--- config.mk ---
export PLATFORM = sky130hd
export DESIGN_NAME = fib_stream_buf
export DESIGN_NICKNAME = d
export VERILOG_FILES = /design/src/rtl/fib_pkg.sv /design/src/rtl/fib_fifo.sv /design/src/rtl/fib_stream_buf.sv
export SDC_FILE = /design/constraint.sdc
export NUM_CORES = 1
export LEC_CHECK = 0
export CELL_PAD_IN_SITES_DETAIL_PLACEMENT = 1
export CELL_PAD_IN_SITES_GLOBAL_PLACEMENT = 1
export CORE_MARGIN = 5
export CORE_UTILIZATION = 34
export CTS_CLUSTER_DIAMETER = 80
export CTS_CLUSTER_SIZE = 14
export DETAILED_ROUTE_END_ITERATION = 8
export PLACE_DENSITY_LB_ADDON = 0.1
export SETUP_SLACK_MARGIN = 0.02
export SYNTH_ARGS = -nofsm -noshare
export SYNTH_HDL_FRONTEND = slang
export SYNTH_HIERARCHICAL = 1
export SYNTH_SLANG_ARGS = --single-unit
--- constraint.sdc ---
create_clock -name clk -period 5.03 [get_ports clk]
set_input_delay 0.503 -clock clk [delete_from_list [all_inputs] [get_ports clk]]
set_output_delay 0.503 -clock clk [all_outputs]
set_load 0.01 [all_outputs]
--- src/rtl/fib_pkg.sv ---
// Shared parameters for the Fibonacci term stream buffer.
// Holds the default width, term limit and counter-width helper.
package fib_pkg;

    localparam int FIB_W       = 32;
    localparam int FIB_N_TERMS = 99;

    function automatic int cnt_width(input int n_terms);
        return $clog2(n_terms + 1);
    endfunction

endpackage

--- src/rtl/fib_fifo.sv ---
// Small synchronous FIFO with head data presented on dout.
// Pointers wrap naturally since DEPTH is a power of two.
module fib_fifo #(
    parameter int W     = 32,
    parameter int DEPTH = 4
) (
    input  logic         clk,
    input  logic         rst,
    input  logic         push,
    input  logic         pop,
    input  logic [W-1:0] din,
    output logic [W-1:0] dout,
    output logic         full,
    output logic         empty
);

    localparam int AW = (DEPTH > 1) ? $clog2(DEPTH) : 1;

    logic [W-1:0]  mem_q [DEPTH];
    logic [AW-1:0] wptr_q, wptr_d;
    logic [AW-1:0] rptr_q, rptr_d;
    logic [AW:0]   cnt_q, cnt_d;
    logic          do_push;
    logic          do_pop;

    assign full    = (cnt_q == (AW+1)'(DEPTH));
    assign empty   = (cnt_q == '0);
    assign do_push = push & ~full;
    assign do_pop  = pop & ~empty;
    assign dout    = mem_q[rptr_q];

    always_comb begin
        wptr_d = wptr_q;
        rptr_d = rptr_q;
        cnt_d  = cnt_q;
        if (do_push) begin
            wptr_d = wptr_q + AW'(1);
        end
        if (do_pop) begin
            rptr_d = rptr_q + AW'(1);
        end
        unique case ({do_push, do_pop})
            2'b10:   cnt_d = cnt_q + (AW+1)'(1);
            2'b01:   cnt_d = cnt_q - (AW+1)'(1);
            default: cnt_d = cnt_q;
        endcase
    end

    always_ff @(posedge clk or posedge rst) begin
        if (rst) begin
            wptr_q <= '0;
            rptr_q <= '0;
            cnt_q  <= '0;
        end else begin
            wptr_q <= wptr_d;
            rptr_q <= rptr_d;
            cnt_q  <= cnt_d;
        end
    end

    always_ff @(posedge clk) begin
        if (do_push) begin
            mem_q[wptr_q] <= din;
        end
    end

endmodule

--- src/rtl/fib_stream_buf.sv ---
// Captures Fibonacci terms from the generator into a FIFO and streams them out.
// Tracks the captured term count, first arithmetic wrap and completion.
module fib_stream_buf
    import fib_pkg::*;
#(
    parameter int W       = FIB_W,
    parameter int N_TERMS = FIB_N_TERMS,
    parameter int DEPTH   = 4,
    parameter int CW      = cnt_width(N_TERMS)
) (
    input  logic          clk,
    input  logic          rst,
    input  logic          run,
    input  logic [W-1:0]  f_i,
    output logic          gen_en_o,
    output logic [W-1:0]  m_data,
    output logic          m_valid,
    input  logic          m_ready,
    output logic [CW-1:0] term_cnt_o,
    output logic          ovf_o,
    output logic [CW-1:0] ovf_idx_o,
    output logic          done_o
);

    localparam logic [CW-1:0] N_MAX = CW'(N_TERMS);

    logic          full;
    logic          empty;
    logic          push;
    logic          pop;
    logic          wrap;
    logic [CW-1:0] term_cnt_q, term_cnt_d;
    logic [W-1:0]  prev_q, prev_d;
    logic          ovf_q, ovf_d;
    logic [CW-1:0] ovf_idx_q, ovf_idx_d;
    logic          done_q, done_d;

    // Enable uses registered full only, so m_ready never reaches gen_en_o.
    assign gen_en_o = ~rst & run & ~full & (term_cnt_q != N_MAX);
    assign push     = gen_en_o;
    assign pop      = m_valid & m_ready;
    assign m_valid  = ~empty;
    assign wrap     = push & (term_cnt_q >= CW'(2)) & (f_i < prev_q);

    fib_fifo #(
        .W     (W),
        .DEPTH (DEPTH)
    ) u_fifo (
        .clk   (clk),
        .rst   (rst),
        .push  (push),
        .pop   (pop),
        .din   (f_i),
        .dout  (m_data),
        .full  (full),
        .empty (empty)
    );

    always_comb begin
        term_cnt_d = term_cnt_q;
        prev_d     = prev_q;
        ovf_d      = ovf_q;
        ovf_idx_d  = ovf_idx_q;
        done_d     = done_q | ((term_cnt_q == N_MAX) & empty);
        if (push) begin
            term_cnt_d = term_cnt_q + CW'(1);
            prev_d     = f_i;
        end
        if (wrap & ~ovf_q) begin
            ovf_d     = 1'b1;
            ovf_idx_d = term_cnt_q;
        end
    end

    always_ff @(posedge clk or posedge rst) begin
        if (rst) begin
            term_cnt_q <= '0;
            prev_q     <= '0;
            ovf_q      <= 1'b0;
            ovf_idx_q  <= '0;
            done_q     <= 1'b0;
        end else begin
            term_cnt_q <= term_cnt_d;
            prev_q     <= prev_d;
            ovf_q      <= ovf_d;
            ovf_idx_q  <= ovf_idx_d;
            done_q     <= done_d;
        end
    end

    assign term_cnt_o = term_cnt_q;
    assign ovf_o      = ovf_q;
    assign ovf_idx_o  = ovf_idx_q;
    assign done_o     = done_q;

endmodule

=== Yosys cells after proc, flatten, opt, wreduce, memory -nomap -nowiden ===
Memory sizes are Yosys's and may differ from the RTL's.
Index checks and enable logic that the tools add are counted.

* Register bits: 55
* Bits in writable memories: 128
* Output and inout port bits: 50
* Memories kept: 1

* Add/sub/neg operators: 5
* Magnitude comparators: 2
* Equality and inequality tests: 5
* Muxes and demuxes: 3
* Bitwise logic cells: 15
* Reductions and logical operators: 2

{| class="wikitable"
|+ Memories
! memory !! words !! width !! read ports !! clocked after Yosys merged registers in !! wr ports !! RTL line !! source
|-
| u_fifo.mem_q || 4 || 32 || 1 || 0 || 1 || fib_fifo.sv:19 || <nowiki>logic [W-1:0] mem_q [DEPTH];</nowiki>
|}

{| class="wikitable"
|+ Operators by type and width
! operator !! count
|-
| 32-bit less-than comparator || 1
|-
| 1-bit bitwise AND || 10
|-
| 7-bit by 1-bit adder with 7-bit output, second input constant || 1
|-
| 7-bit == test, second input constant || 1
|-
| 7-bit by 2-bit >= comparator with 1-bit output, second input constant || 1
|-
| 7-bit != test, second input constant || 1
|-
| 3-bit one-hot mux with 2 select lines || 1
|-
| 2-bit by 1-bit adder with 2-bit output, second input constant || 2
|-
| 1-bit inverter || 4
|-
| 3-bit by 1-bit adder with 3-bit output, second input constant || 1
|-
| 3-bit == test, second input constant || 1
|-
| 3-bit logical NOT || 1
|-
| 3-bit by 1-bit subtractor with 3-bit output, second input constant || 1
|-
| 2-bit by 1-bit == test with 1-bit output, second input constant || 1
|-
| 2-bit == test, second input constant || 1
|-
| 1-bit two-way mux || 2
|-
| 2-bit nonzero test || 1
|-
| 1-bit bitwise OR || 1
|}

=== Longest topological paths before layout ===
* Depth after elaboration: 7
* Mapped depth: 13
* Depth with buffers taken out: 11

=== Modules after synthesis ===
Netlist, hierarchy kept.

{| class="wikitable"
|+ By module, submodules not included
! module !! instances !! cells an instance !! area an instance (um^2)
|-
| fib_fifo || 1 || 206 || 5094.9
|-
| fib_stream_buf || 1 || 265 || 2585.0
|}

=== Worst setup path after synthesis ===
No wires, ideal clock.

* Path type: register -> register
* Start: reg term_cnt_q[1], in the netlist term_cnt_o[1]
* End: mem u_fifo.mem_q[0][0] (enable)
* Arrival time: 2.998 ns
* Setup slack: 1.640 ns
* Stages on the path, launching flop included: 8
* Buffers on the path: 2
* Cells stage by stage: dfrtp_1 ha_1 and4_1 nor4b_4 clkbuf_1 clkbuf_1 nor2b_2 and2_1

* Longest elaborated chain between the ends: 5

{| class="wikitable"
|+ RTL lines
! what !! RTL line !! source
|-
| start, declared || fib_stream_buf.sv:32 || <nowiki>logic [CW-1:0] term_cnt_q, term_cnt_d;</nowiki>
|-
| start signal, assigned || fib_stream_buf.sv:83 || <nowiki>term_cnt_q <= term_cnt_d;</nowiki>
|-
| 7-bit != test || fib_stream_buf.sv:39 || <nowiki>assign gen_en_o = ~rst & run & ~full & (term_cnt_q != N_MAX);</nowiki>
|-
| 1-bit bitwise AND || fib_stream_buf.sv:39 ||
|-
| via gen_en_o || fib_stream_buf.sv:15 || <nowiki>output logic gen_en_o,</nowiki>
|-
| 1-bit bitwise AND || fib_fifo.sv:28 || <nowiki>assign do_push = push & ~full;</nowiki>
|-
| 1-bit two-way mux || fib_fifo.sv:62 || <nowiki>if (do_push) begin</nowiki>
|-
| 1-bit two-way mux (implied by the code) || fib_fifo.sv:63 || <nowiki>mem_q[wptr_q] <= din;</nowiki>
|-
| end, declared || fib_fifo.sv:19 ||
|}

The timed path passes the listed nets, and every way through them passes these cells.

=== Final worst setup path ===
* Start: reg u_fifo.rptr_q[0]
* End: out m_data[28]

* Longest elaborated chain between the ends: 1

{| class="wikitable"
|+ RTL lines
! what !! RTL line !! source
|-
| start, declared || fib_fifo.sv:21 || <nowiki>logic [AW-1:0] rptr_q, rptr_d;</nowiki>
|-
| start signal, assigned || fib_fifo.sv:56 || <nowiki>rptr_q <= rptr_d;</nowiki>
|-
| memory read 4 x 32 bit || - ||
|-
| end, declared || fib_stream_buf.sv:16 || <nowiki>output logic [W-1:0] m_data,</nowiki>
|}

Every way passes these cells.

==> metrics.md <==
| Metric | Value |
|---|---|
| Top FF cell, synth | `sky130_fd_sc_hd__edfxtp_1` |
| Number of flops mapped to enable cells by yosys | `128` |
| Warnings from Yosys | `6` |
| Cell area power density | `~530 nW/um^2` |
| Clock root buffer | `sky130_fd_sc_hd__clkbuf_16` |
| Proportion of register bits with asynchronous set or reset after synthesis | `30.1%` |
| Number of buffers on the longest clock path | `2` |
| Average instance area after synthesis | `approximately 16 sq um` |
| Family with the most delay on the worst path | `buffers and inverters` |
| Number of pins with negative max-slew slack in the final report | `0` |
| CP Capture Type | `primary output` |
| Max stage delay cell, worst path | `sky130_fd_sc_hd__dfrtp_2` |
| Final critical-path required period | `3.39 ns` |
| Final Net Count | `644` |
| Path type of the worst min-delay path | `primary input to asynchronous set/reset pin` |
| LEAKAGE | `3.52 nW` |
| Routed wire length per instance | `19.0 microns` |
| Number of failing hold endpoints at the final stage | `0` |
| Count of distinct cell types in the synthesized netlist | `40` |
| Nets in the synthesized netlist | `546` |
| Die Outline Area | `25700 sq um` |
| Final weighted congestion in routability-driven placement | `0.717` |
| Number of max-cap violations | `0` |
| Status | `complete, no violations` |
| Final antenna diode count | `0` |
| Post-Route Skew | `0.0114 ns` |
| Worst slew pin tran | `0.915 ns` |
| Number of cell rows | `between 50 and 60` |
| Maximum VDD drop | `0.000240 V` |
| Routed via count | `4196` |
| Setup violations, final | `0` |
| Clk sink count | `183` |
| Number of detailed-routing iterations run before antenna repair | `4` |
| Number of clock buffers inserted by TritonCTS | `17` |
| Initial standard-cell utilization of the core | `34.2%` |
| Required time at the endpoint of the critical path | `4.53 ns` |
| Combined area of all synthesized cells | `7680 sq um` |
| Final routed DRC violation total | `0` |
| Clock latency on the worst-skew pair | `0.43 ns` |
| Sequence of cells on the critical path | `buf_4 > mux4_1 > clkdlybuf4s50_1` |
| Floorplan Core Area | `22400 sq um` |
| Area grow syn2layout | `23.0%` |
| Iteration-0 DRC count of the detailed router | `110` |
| Number of hold buffers added after CTS | `0` |
| CP startpoint kind | `flip-flop` |
| Number of global-route vias before repair | `4738` |
| Post-DR vias/cell | `4.84` |
| Tcrit/Tclk final | `67.4%` |
| Height of the die | `between 150 and 200 microns` |
| Post-CTS Resized | `0` |
| CTS tree | `yes` |
| Wire length of the first global-routing pass | `26500 microns` |
| Util after Layout | `42.1%` |
| Combined global-route utilization of all metal layers | `around an eighth` |
| Cell count after synthesis | `471` |
| GRT Residual Overflow | `0` |
| Max Freq | `0.295 GHz` |
| Relative max-transition margin | `between 30% and 40%` |
| I/O pin count | `86` |
| Layout cells sized above 1 | `13.7%` |
| Count of nets left with antenna violations after detail routing | `0` |
| Worst-path maximum fanout | `20` |
| H-tree depth reported by CTS | `4` |
| Wire length reported by the detailed router | `between 15000 and 20000 microns` |
| Sequential cell area fraction in the yosys report | `about two thirds` |
| Crit Path Category | `flip-flop to primary output` |
| Worst path buffer plus inverter count | `2` |
| Die W | `160 microns` |
| Pin count of the biggest net entering global routing | `47` |
| Fin Setup TNS | `0 ns` |
| Number of port buffers | `85` |
| Crit-path max cell delay | `0.85 ns` |
| Hpwl dp | `10700 microns` |
| Worst Path Arrival | `2.89 ns` |
| Flops & latches, synth | `183` |
| Post-CTS setup buffers | `0` |
| Register clock-pin slew on the reported worst setup and hold paths | `0.07 ns` |
| Antenna violations before repair | `1` |
| RSZ-0062 raised after global routing | `false` |
| Placed instance area | `8840 sq um` |
| Post-route design area | `around 9400 sq um` |
| Minimum hold slack | `0.459 ns` |
==> flip-flops by register name, indices dropped and copies added (netlist names) <==
name	count
ovf_o	1
ovf_idx_o	7
term_cnt_o	7
done_o	1
prev_q	32
u_fifo/mem_q	128
u_fifo/cnt_q	3
u_fifo/rptr_q	2
u_fifo/wptr_q	2
==> worst paths after layout <==
kind                            slack [ns]                       endpoint  cells past startpoint                    startpoint
worst min register to register        0.48               done_o$_DFF_PP0_                      1              done_o$_DFF_PP0_
worst min-delay path                  0.46    u_fifo/cnt_q[1]$_DFFE_PP0P_                      2                           rst
max in group asynchronous             3.74         prev_q[24]$_DFFE_PP0P_                      3                           rst
worst max-delay path                  1.64                     m_data[28]                      3  u_fifo/rptr_q[0]$_DFFE_PP0P_
worst max register to register        2.19  u_fifo/mem_q[3][27]$_DFFE_PP_                      7     term_cnt_o[1]$_DFFE_PP0P_
min in group clk                      0.48               done_o$_DFF_PP0_                      1              done_o$_DFF_PP0_
==> metal layers <==
metal	share of wire [%]	up-vias	global-route usage (%)
met5	0.079	-	0
met4	1.3	2	4.11
met3	4.1	19	3.87
met2	49	72	22.0
met1	45	2156	17.2
li1	-	1947	-
==> cell usage after synthesis, types with 2 or more instances <==
library cell                 n  share of area (%)
sky130_fd_sc_hd__ha_1       38                6.2
sky130_fd_sc_hd__and2_1      4               0.33
sky130_fd_sc_hd__nor2b_1     2               0.16
sky130_fd_sc_hd__nor2_1      5               0.24
sky130_fd_sc_hd__nand4_1     7               0.57
sky130_fd_sc_hd__mux2_1      2               0.29
sky130_fd_sc_hd__inv_1      44                2.2
sky130_fd_sc_hd__o21ai_0    38                2.5
sky130_fd_sc_hd__mux4_1      4                1.4
sky130_fd_sc_hd__nor3_1      5               0.33
sky130_fd_sc_hd__xnor2_1     7               0.80
sky130_fd_sc_hd__buf_12      3               0.78
sky130_fd_sc_hd__nand3_1     4               0.26
sky130_fd_sc_hd__a21oi_1    10               0.65
sky130_fd_sc_hd__and4_1      2               0.23
sky130_fd_sc_hd__mux4_2     28                8.2
sky130_fd_sc_hd__mux2i_1     2               0.26
sky130_fd_sc_hd__xor2_1      5               0.57
sky130_fd_sc_hd__buf_2       3               0.20
sky130_fd_sc_hd__edfxtp_1  128                 50
sky130_fd_sc_hd__mux2_2      6               0.88
sky130_fd_sc_hd__dfrtp_1    55                 18
sky130_fd_sc_hd__clkbuf_1    8               0.39
sky130_fd_sc_hd__nand2_1    41                2.0
sky130_fd_sc_hd__a211oi_1    3               0.29
sky130_fd_sc_hd__a21o_1      3               0.29
==> cell families (layout without fill, tap and decap cells) <==
group / count (synthesis) / count (layout) / synth area share [%]
AOI/OAI and AO/OA: 59 / 59 / 4.45
xor gates and xnor gates: 12 / 12 / 1.37
adders and majority gates: 39 / 39 / 6.45
buffers and inverters: 59 / 170 / 3.67
DFF: 183 / 183 / 68.0
muxes: 42 / 42 / 11.0
and+or+nand+nor: 77 / 77 / 5.08
==> cell usage in the layout, fill, tap and decap left out, drive strengths merged, types with 8 or more instances in the layout <==
cell type	instances
inv	45
mux2	8
edfxtp	128
nand2	41
buf	9
ha	38
o21ai	38
clkdlybuf4s50	85
clkbuf	21
a21oi	10
mux4	32
dfrtp	55
==> per-stage QoR <==
stage               setup slack, ns  total power [mW]  std cells
CTS                            1.52              5.13        867
global placement               1.63              3.71        835
detailed placement             1.59              3.76        835
global route                   1.45              5.33        867
finish                         1.64              5.03        867
floorplan                      1.64              3.04        471
==> report_power, final <==
group | switching [mW] | total [mW] | internal, mW
registers | 0.209 | 2.11 | 1.90
logic | 0.721 | 1.57 | 0.847
clock network | 0.563 | 1.35 | 0.788
==> layout make-up <==
class	instances	area, sq um
clock inverters	11	121
multi-input cells	229	2180
well taps	285	357
flip-flops and latches	183	5220
repair buffers	94	918
fillers	2249	13000
inverters	44	165
clock buffers	21	482
Note: power is estimated with default switching activity, not from simulation.
